## config.mk

```make
export PLATFORM = sky130hd
export DESIGN_NAME = rgb_channel_ctrl
export DESIGN_NICKNAME = d
export VERILOG_FILES = /design/src/rtl/rgb_pkg.sv /design/src/rtl/rgb_mode_mux.sv /design/src/rtl/rgb_channel_ctrl.sv
export SDC_FILE = /design/constraint.sdc
export NUM_CORES = 1
export LEC_CHECK = 0
export ABC_CLOCK_PERIOD_IN_PS = 4900
export CORE_MARGIN = 2
export CORE_UTILIZATION = 30
export DETAILED_ROUTE_END_ITERATION = 8
export PLACE_DENSITY_LB_ADDON = 0.25
export SYNTH_ARGS = -nofsm -noshare
export SYNTH_HDL_FRONTEND = slang
export SYNTH_SLANG_ARGS = --single-unit
```

## constraint.sdc

```tcl
create_clock -name iCLK -period 4.9 [get_ports iCLK]
set_input_delay 1.225 -clock iCLK [delete_from_list [all_inputs] [get_ports iCLK]]
set_output_delay 1.225 -clock iCLK [all_outputs]
set_load 0.1 [all_outputs]
```

## src/rtl/rgb_pkg.sv

```systemverilog
// rtl/rgb_pkg.sv - shared mode encodings, pixel width and request-FSM state type
package rgb_pkg;

  localparam int PIX_W = 10;

  localparam logic [2:0] MODE_RGB  = 3'd0;
  localparam logic [2:0] MODE_R    = 3'd1;
  localparam logic [2:0] MODE_G    = 3'd2;
  localparam logic [2:0] MODE_B    = 3'd3;
  localparam logic [2:0] MODE_GRAY = 3'd4;
  localparam logic [2:0] MODE_AUTO = 3'd5;

  typedef enum logic {
    ST_IDLE    = 1'b0,
    ST_PENDING = 1'b1
  } req_state_t;

  // Modes 6 and 7 are reserved; everything up to auto-cycle is accepted.
  function automatic logic mode_legal(input logic [2:0] m);
    return (m <= MODE_AUTO);
  endfunction

endpackage

```

## src/rtl/rgb_mode_mux.sv

```systemverilog
// rtl/rgb_mode_mux.sv - registered channel-select / gray datapath, 1-cycle latency
module rgb_mode_mux
  import rgb_pkg::*;
(
  input  logic             iCLK,
  input  logic             iRST,
  input  logic             iDVAL,
  input  logic [2:0]       iMODE,
  input  logic [PIX_W-1:0] iRed,
  input  logic [PIX_W-1:0] iGreen,
  input  logic [PIX_W-1:0] iBlue,
  output logic             oDVAL,
  output logic [PIX_W-1:0] oDATA_R,
  output logic [PIX_W-1:0] oDATA_G,
  output logic [PIX_W-1:0] oDATA_B
);

  logic [PIX_W+1:0] w_sum;
  logic [PIX_W-1:0] w_gray;
  logic [PIX_W-1:0] w_r;
  logic [PIX_W-1:0] w_g;
  logic [PIX_W-1:0] w_b;

  // Select the channels for the requested mode; gray = (R + 2G + B) / 4 in a 12-bit sum.
  always_comb begin
    w_sum  = {2'b00, iRed} + {1'b0, iGreen, 1'b0} + {2'b00, iBlue};
    w_gray = w_sum[PIX_W+1:2];
    w_r    = '0;
    w_g    = '0;
    w_b    = '0;
    case (iMODE)
      MODE_RGB: begin
        w_r = iRed;
        w_g = iGreen;
        w_b = iBlue;
      end
      MODE_R:   w_r = iRed;
      MODE_G:   w_g = iGreen;
      MODE_B:   w_b = iBlue;
      MODE_GRAY: begin
        w_r = w_gray;
        w_g = w_gray;
        w_b = w_gray;
      end
      default: begin
        w_r = '0;
        w_g = '0;
        w_b = '0;
      end
    endcase
  end

  // Register the selection; invalid pixels are forced to zero.
  always_ff @(posedge iCLK) begin
    if (iRST) begin
      oDVAL   <= 1'b0;
      oDATA_R <= '0;
      oDATA_G <= '0;
      oDATA_B <= '0;
    end else begin
      oDVAL <= iDVAL;
      if (iDVAL) begin
        oDATA_R <= w_r;
        oDATA_G <= w_g;
        oDATA_B <= w_b;
      end else begin
        oDATA_R <= '0;
        oDATA_G <= '0;
        oDATA_B <= '0;
      end
    end
  end

endmodule

```

## src/rtl/rgb_channel_ctrl.sv

```systemverilog
// rtl/rgb_channel_ctrl.sv - frame-synchronous mode controller with auto-cycle and pixel mux
module rgb_channel_ctrl
  import rgb_pkg::*;
#(
  parameter logic [2:0] DEFAULT_MODE    = 3'd1,
  parameter int          FRAMES_PER_STEP = 30,
  parameter int          CNT_W           = 16
) (
  input  logic             iCLK,
  input  logic             iRST,
  input  logic             iFVAL,
  input  logic             iDVAL,
  input  logic [PIX_W-1:0] iRed,
  input  logic [PIX_W-1:0] iGreen,
  input  logic [PIX_W-1:0] iBlue,
  input  logic [2:0]       iMODE,
  input  logic             iMODE_REQ,
  output logic             oMODE_ACK,
  output logic             oMODE_ERR,
  output logic             oBUSY,
  output logic [2:0]       oCUR_MODE,
  output logic             oDVAL,
  output logic [PIX_W-1:0] oDATA_R,
  output logic [PIX_W-1:0] oDATA_G,
  output logic [PIX_W-1:0] oDATA_B,
  output logic [CNT_W-1:0] oFRAME_CNT
);

  // Step counter is sized for the full legal FRAMES_PER_STEP range, independent of CNT_W.
  localparam int               STEP_W    = 16;
  localparam logic [STEP_W-1:0] STEP_LAST = STEP_W'(FRAMES_PER_STEP - 1);

  req_state_t        r_state;
  req_state_t        w_state_nxt;
  logic [2:0]        r_pend_mode;
  logic [2:0]        w_pend_nxt;
  logic [2:0]        r_cur_mode;
  logic              r_fval_d;
  logic              r_ack;
  logic              r_err;
  logic [1:0]        r_auto_idx;
  logic [1:0]        w_idx_nxt;
  logic [STEP_W-1:0] r_step_cnt;
  logic [STEP_W-1:0] w_step_nxt;
  logic [CNT_W-1:0]  r_frame_cnt;

  logic              w_fs;
  logic              w_req_ok;
  logic              w_req_err;
  logic              w_apply;
  logic [2:0]        w_new_mode;
  logic [2:0]        w_eff_mode;
  logic [2:0]        w_pix_mode;

  assign w_fs      = iFVAL & ~r_fval_d;
  assign w_req_ok  = iMODE_REQ & mode_legal(iMODE);
  assign w_req_err = iMODE_REQ & ~mode_legal(iMODE);

  // Request FSM: hold the latest legal request, apply it (or a same-cycle request) at frame start.
  always_comb begin
    w_state_nxt = r_state;
    w_pend_nxt  = r_pend_mode;
    w_apply     = 1'b0;
    w_new_mode  = r_cur_mode;
    case (r_state)
      ST_IDLE: begin
        if (w_fs && w_req_ok) begin
          w_apply    = 1'b1;
          w_new_mode = iMODE;
        end else if (w_req_ok) begin
          w_pend_nxt  = iMODE;
          w_state_nxt = ST_PENDING;
        end
      end
      ST_PENDING: begin
        if (w_fs) begin
          w_apply     = 1'b1;
          w_new_mode  = w_req_ok ? iMODE : r_pend_mode;
          w_state_nxt = ST_IDLE;
        end else if (w_req_ok) begin
          w_pend_nxt = iMODE;
        end
      end
      default: w_state_nxt = ST_IDLE;
    endcase
  end

  assign w_eff_mode = w_apply ? w_new_mode : r_cur_mode;

  // Auto-cycle stepping: restart on entry to auto mode, otherwise count frames and rotate R->G->B.
  always_comb begin
    w_idx_nxt  = r_auto_idx;
    w_step_nxt = r_step_cnt;
    if (w_fs && (w_eff_mode == MODE_AUTO)) begin
      if (r_cur_mode != MODE_AUTO) begin
        w_idx_nxt  = 2'd0;
        w_step_nxt = '0;
      end else if (r_step_cnt == STEP_LAST) begin
        w_idx_nxt  = (r_auto_idx == 2'd2) ? 2'd0 : r_auto_idx + 2'd1;
        w_step_nxt = '0;
      end else begin
        w_step_nxt = r_step_cnt + STEP_W'(1);
      end
    end
  end

  // The first pixel of a frame already sees the freshly applied mode and auto index.
  assign w_pix_mode = (w_eff_mode == MODE_AUTO) ? (MODE_R + {1'b0, w_idx_nxt}) : w_eff_mode;

  // Controller state, pulses, auto-cycle counters and frame counter.
  always_ff @(posedge iCLK) begin
    if (iRST) begin
      r_state     <= ST_IDLE;
      r_pend_mode <= 3'd0;
      r_cur_mode  <= DEFAULT_MODE;
      r_fval_d    <= 1'b0;
      r_ack       <= 1'b0;
      r_err       <= 1'b0;
      r_auto_idx  <= 2'd0;
      r_step_cnt  <= '0;
      r_frame_cnt <= '0;
    end else begin
      r_state     <= w_state_nxt;
      r_pend_mode <= w_pend_nxt;
      r_fval_d    <= iFVAL;
      r_ack       <= w_apply;
      r_err       <= w_req_err;
      r_auto_idx  <= w_idx_nxt;
      r_step_cnt  <= w_step_nxt;
      if (w_apply) begin
        r_cur_mode <= w_new_mode;
      end
      if (w_fs) begin
        r_frame_cnt <= r_frame_cnt + CNT_W'(1);
      end
    end
  end

  assign oMODE_ACK  = r_ack;
  assign oMODE_ERR  = r_err;
  assign oBUSY      = (r_state == ST_PENDING);
  assign oCUR_MODE  = r_cur_mode;
  assign oFRAME_CNT = r_frame_cnt;

  rgb_mode_mux u_mux (
    .iCLK    (iCLK),
    .iRST    (iRST),
    .iDVAL   (iDVAL),
    .iMODE   (w_pix_mode),
    .iRed    (iRed),
    .iGreen  (iGreen),
    .iBlue   (iBlue),
    .oDVAL   (oDVAL),
    .oDATA_R (oDATA_R),
    .oDATA_G (oDATA_G),
    .oDATA_B (oDATA_B)
  );

endmodule

```

==> metrics.md <==
| Metric | Value |
|---|---|
| Relative slew slack | `30.4%` |
| Top achievable clock speed | `234 MHz` |
| Post-synth EDFFs | `0` |
| WHS Path Cells | `2` |
| Leak | `2.10 nW` |
| # port buffers | `90` |
| Beginning of the critical path | `iMODE[1]` |
| Setup Viol. Count Final | `0` |
| Drt first pass iters | `4` |
| Area of the multi-input gates | `2420 um^2` |
| Starting DRT DRC Count | `162` |
| Area contributors post-synth | `dfxtp_1 36%, fa_1 4.9%, ha_1 4.0%, xnor2_1 3.8%, nand2_1 3.5%` |
| Required @ worst endpoint | `5.10 ns` |
| Die Y-Extent | `121 um` |
| Synth Warn # | `0` |
| Cells after Synth | `452` |
| Hold Path Class | `reg2reg` |
| Vias in the first global route | `3613` |
| PostCTS Resize Cnt | `0` |
| Gr ovfl total | `0` |
| Antenna Nets Post-Route | `0` |
| Switching power | `0.552 mW` |
| Ys async rst share | `0%` |
| DRT Wirelength | `10.9 mm` |
| Switching Share | `29.9%` |
| Min Clock Period, post-route | `4.28 ns` |
| Post-CTS Hold Buffers | `0` |
| Worst R2R Start | `oBUSY` |
| Filler cells | `1325` |
| Worst-path clk slew | `0.06 ns` |
| Slew @ Worst Pin | `1.04 ns` |
| Row Count | `42` |
| DR WL/cell | `15.0 um` |
| Initial Utilization | `31.0%` |
| Layout Utilization | `41.6%` |
| Clock tree root driver cell | `clkbuf_16` |
| Sequential share of power | `34.7%` |
| First-pass GRT wire length | `17.7 mm` |
| Core ar. | `13300 um^2` |
| Post-route worst setup slack | `0.623 ns` |
| Total Power | `1.85 mW` |
| Crit-path max FO | `10` |
| IO Count | `91` |
| Min-Delay Endpoint | `r_pend_mode[0]` |
| Die width | `121 um` |
| Largest net degree at the start of global routing | `32` |
| Comb power frac | `23.8%` |
| CTS buffer count | `9` |
| CTS tree | `yes` |
| Worst R2R Setup Slack | `1.64 ns` |
| VDD IR-drop max | `0.000142 V` |
| Post-CTS setup buffer count | `0` |
| Skew-Pair Late Insertion Delay | `0.33 ns` |
| H-tree lvl count | `3` |
| Depth of the worst register-to-register path | `10` |
| Synth top cells by count | `75 x dfxtp_1, 38 x nand2_1, 38 x nor2_1` |
| Synthesis-to-finish area growth | `34.4%` |
| Sequential element share of the synthesized area | `36.5%` |
| Clock Tree Buf Depth | `2` |
| Register area | `1500 um^2` |
| Dpl hpwl | `7.85 mm` |
| Top cell type's share of synthesized area | `36.5%` |
| Mapped Area | `4120 um^2` |
| Die area | `14700 um^2` |
| Post-synthesis average cell area | `9.10 um^2` |
| Min-delay src | `r_pend_mode[0]` |
| Crit Path Category | `in2reg` |
| Initial antenna violation count | `0` |
| Most used flip-flop cell after synthesis | `dfxtp_1` |
| Most frequent cell after synthesis | `dfxtp_1` |
| DRC Markers | `0` |
| Hold WS | `0.478 ns` |
| Worst setup EP type | `register` |
| Fin crit share | `87.3%` |
| Reg-to-Reg End | `u_mux.oDATA_B[7]` |
| Cell Int Power | `1.29 mW` |
| Placer Congestion | `0.877` |
| Via density | `5.04` |
| Synth Register Bits | `75` |
| Yosys top cell by area | `dfxtp_1` |
| Num Clock Sinks | `75` |
| Startpoint Class | `input port` |
| Skew final | `0.00831 ns` |
| Slew Limit Fails | `0` |
| Clock power frac | `41.4%` |
| DR vias | `3647` |
| Post-Syn Nets | `513` |
| Share of post-route cells with drive strength above 1 | `9.49%` |
| RSZ-0062 raised after global routing | `no` |
| ANT cells | `0` |
| Hold Fails Final Rpt | `0` |
| All-Layer GR Usage | `15.2%` |
| PwrDens | `334 nW/um^2` |
| Post-place setup slack | `0.297 ns` |
| Outcome | `finished clean` |
| # Max-Cap Violations | `0` |
| Critical path data arrival time | `4.48 ns` |
| Nets | `604` |
| Sum of negative setup slack | `0 ns` |
| Netlist cell types | `70` |
[power by group through the flow]
stage                     sequential, mW  clock [mW]  combinational (mW)
after CTS                          0.641       0.783               0.443
after global placement             0.654           0               0.438
final                              0.641       0.765               0.440
after global routing               0.643       0.809               0.477
after detailed placement           0.654           0               0.440
after floorplan                    0.766           0               0.201
[critical path, cell delays in order]
cell and delay, ns:
clkdlybuf4s50_1 0.56, a21bo_4 0.30, mux2i_1 0.18, a211o_1 0.31, nor4_1 0.38, nand3b_1 0.16, nand2_1 0.10, ha_1 0.26
or3_1 0.43, a32oi_4 0.43, o32ai_1 0.13
[layer usage]
layer  part of all wire, %  global-route usage (%)  routed length, um
met2                    47                    25.0               5130
met3                   4.6                    3.62                494
met4                   1.4                    4.87                157
met5                     0                       0                  0
met1                    47                    19.5               5070
[logic make-up (layout without fill, tap and decap cells)]
group                      count (synthesis)  in the layout  share of synthesized area [%]
muxes                                      4              4                           1.12
xor gates and xnor gates                  33             33                           7.02
AOI/OAI and AO/OA                        102            102                           18.9
DFF                                       75             75                           36.5
and+or+nand+nor                          176            176                           22.8
adders and majority gates                 23             23                           8.82
buffers and inverters                     39            135                           4.77
[registers in the layout, summed over array words and instances (netlist names), 2 cells and up]
signal / flops
r_auto_idx: 2
u_mux.oDATA_R: 10
r_pend_mode: 3
oCUR_MODE: 3
u_mux.oDATA_B: 10
oFRAME_CNT: 16
r_step_cnt: 16
u_mux.oDATA_G: 10
[cell usage in the layout, fill, tap and decap left out, types with 6 or more instances in the layout]
| cell | n |
|---|---|
| a21bo_2 | 7 |
| a21oi_1 | 23 |
| and3_1 | 6 |
| buf_4 | 10 |
| clkbuf_16 | 9 |
| clkdlybuf4s50_1 | 90 |
| dfxtp_1 | 75 |
| fa_1 | 10 |
| ha_1 | 13 |
| inv_1 | 19 |
| nand2_1 | 38 |
| nand3_1 | 15 |
| nand4_1 | 15 |
| nor2_1 | 38 |
| nor3_1 | 11 |
| nor4_1 | 8 |
| o211ai_1 | 9 |
| o21ai_0 | 16 |
| o31ai_1 | 8 |
| or3_1 | 9 |
| xnor2_1 | 18 |
| xor2_1 | 15 |
[area by class of cell]
class / count / share of cell area [%]
Clock buffer: 11 / 4.39
Clock inverter: 5 / 1.81
Inverter: 19 / 1.29
Multi-Input combinational cell: 338 / 43.7
Sequential cell: 75 / 27.2
Tap cell: 176 / 3.98
Timing Repair Buffer: 100 / 17.7
[per-stage QoR]
step	cell area (um^2)	std cells
after detailed placement	5190	708
final	5530	724
after CTS	5530	724
after global placement	5190	708
after global routing	5530	724
after floorplan	4120	452
[worst max-delay path by stage]
stage | depth (start not counted) | endpoint | slack (ns)
final | 11 | u_mux.oDATA_B[7] | 0.62
after CTS | 11 | u_mux.oDATA_B[7] | 0.65
after global placement | 11 | u_mux.oDATA_B[7] | 0.44
after global routing | 11 | u_mux.oDATA_B[3] | 0.44
after floorplan | 11 | u_mux.oDATA_B[0] | 1.12
after detailed placement | 11 | u_mux.oDATA_B[7] | 0.30
Note: power is estimated with default switching activity, not from simulation.
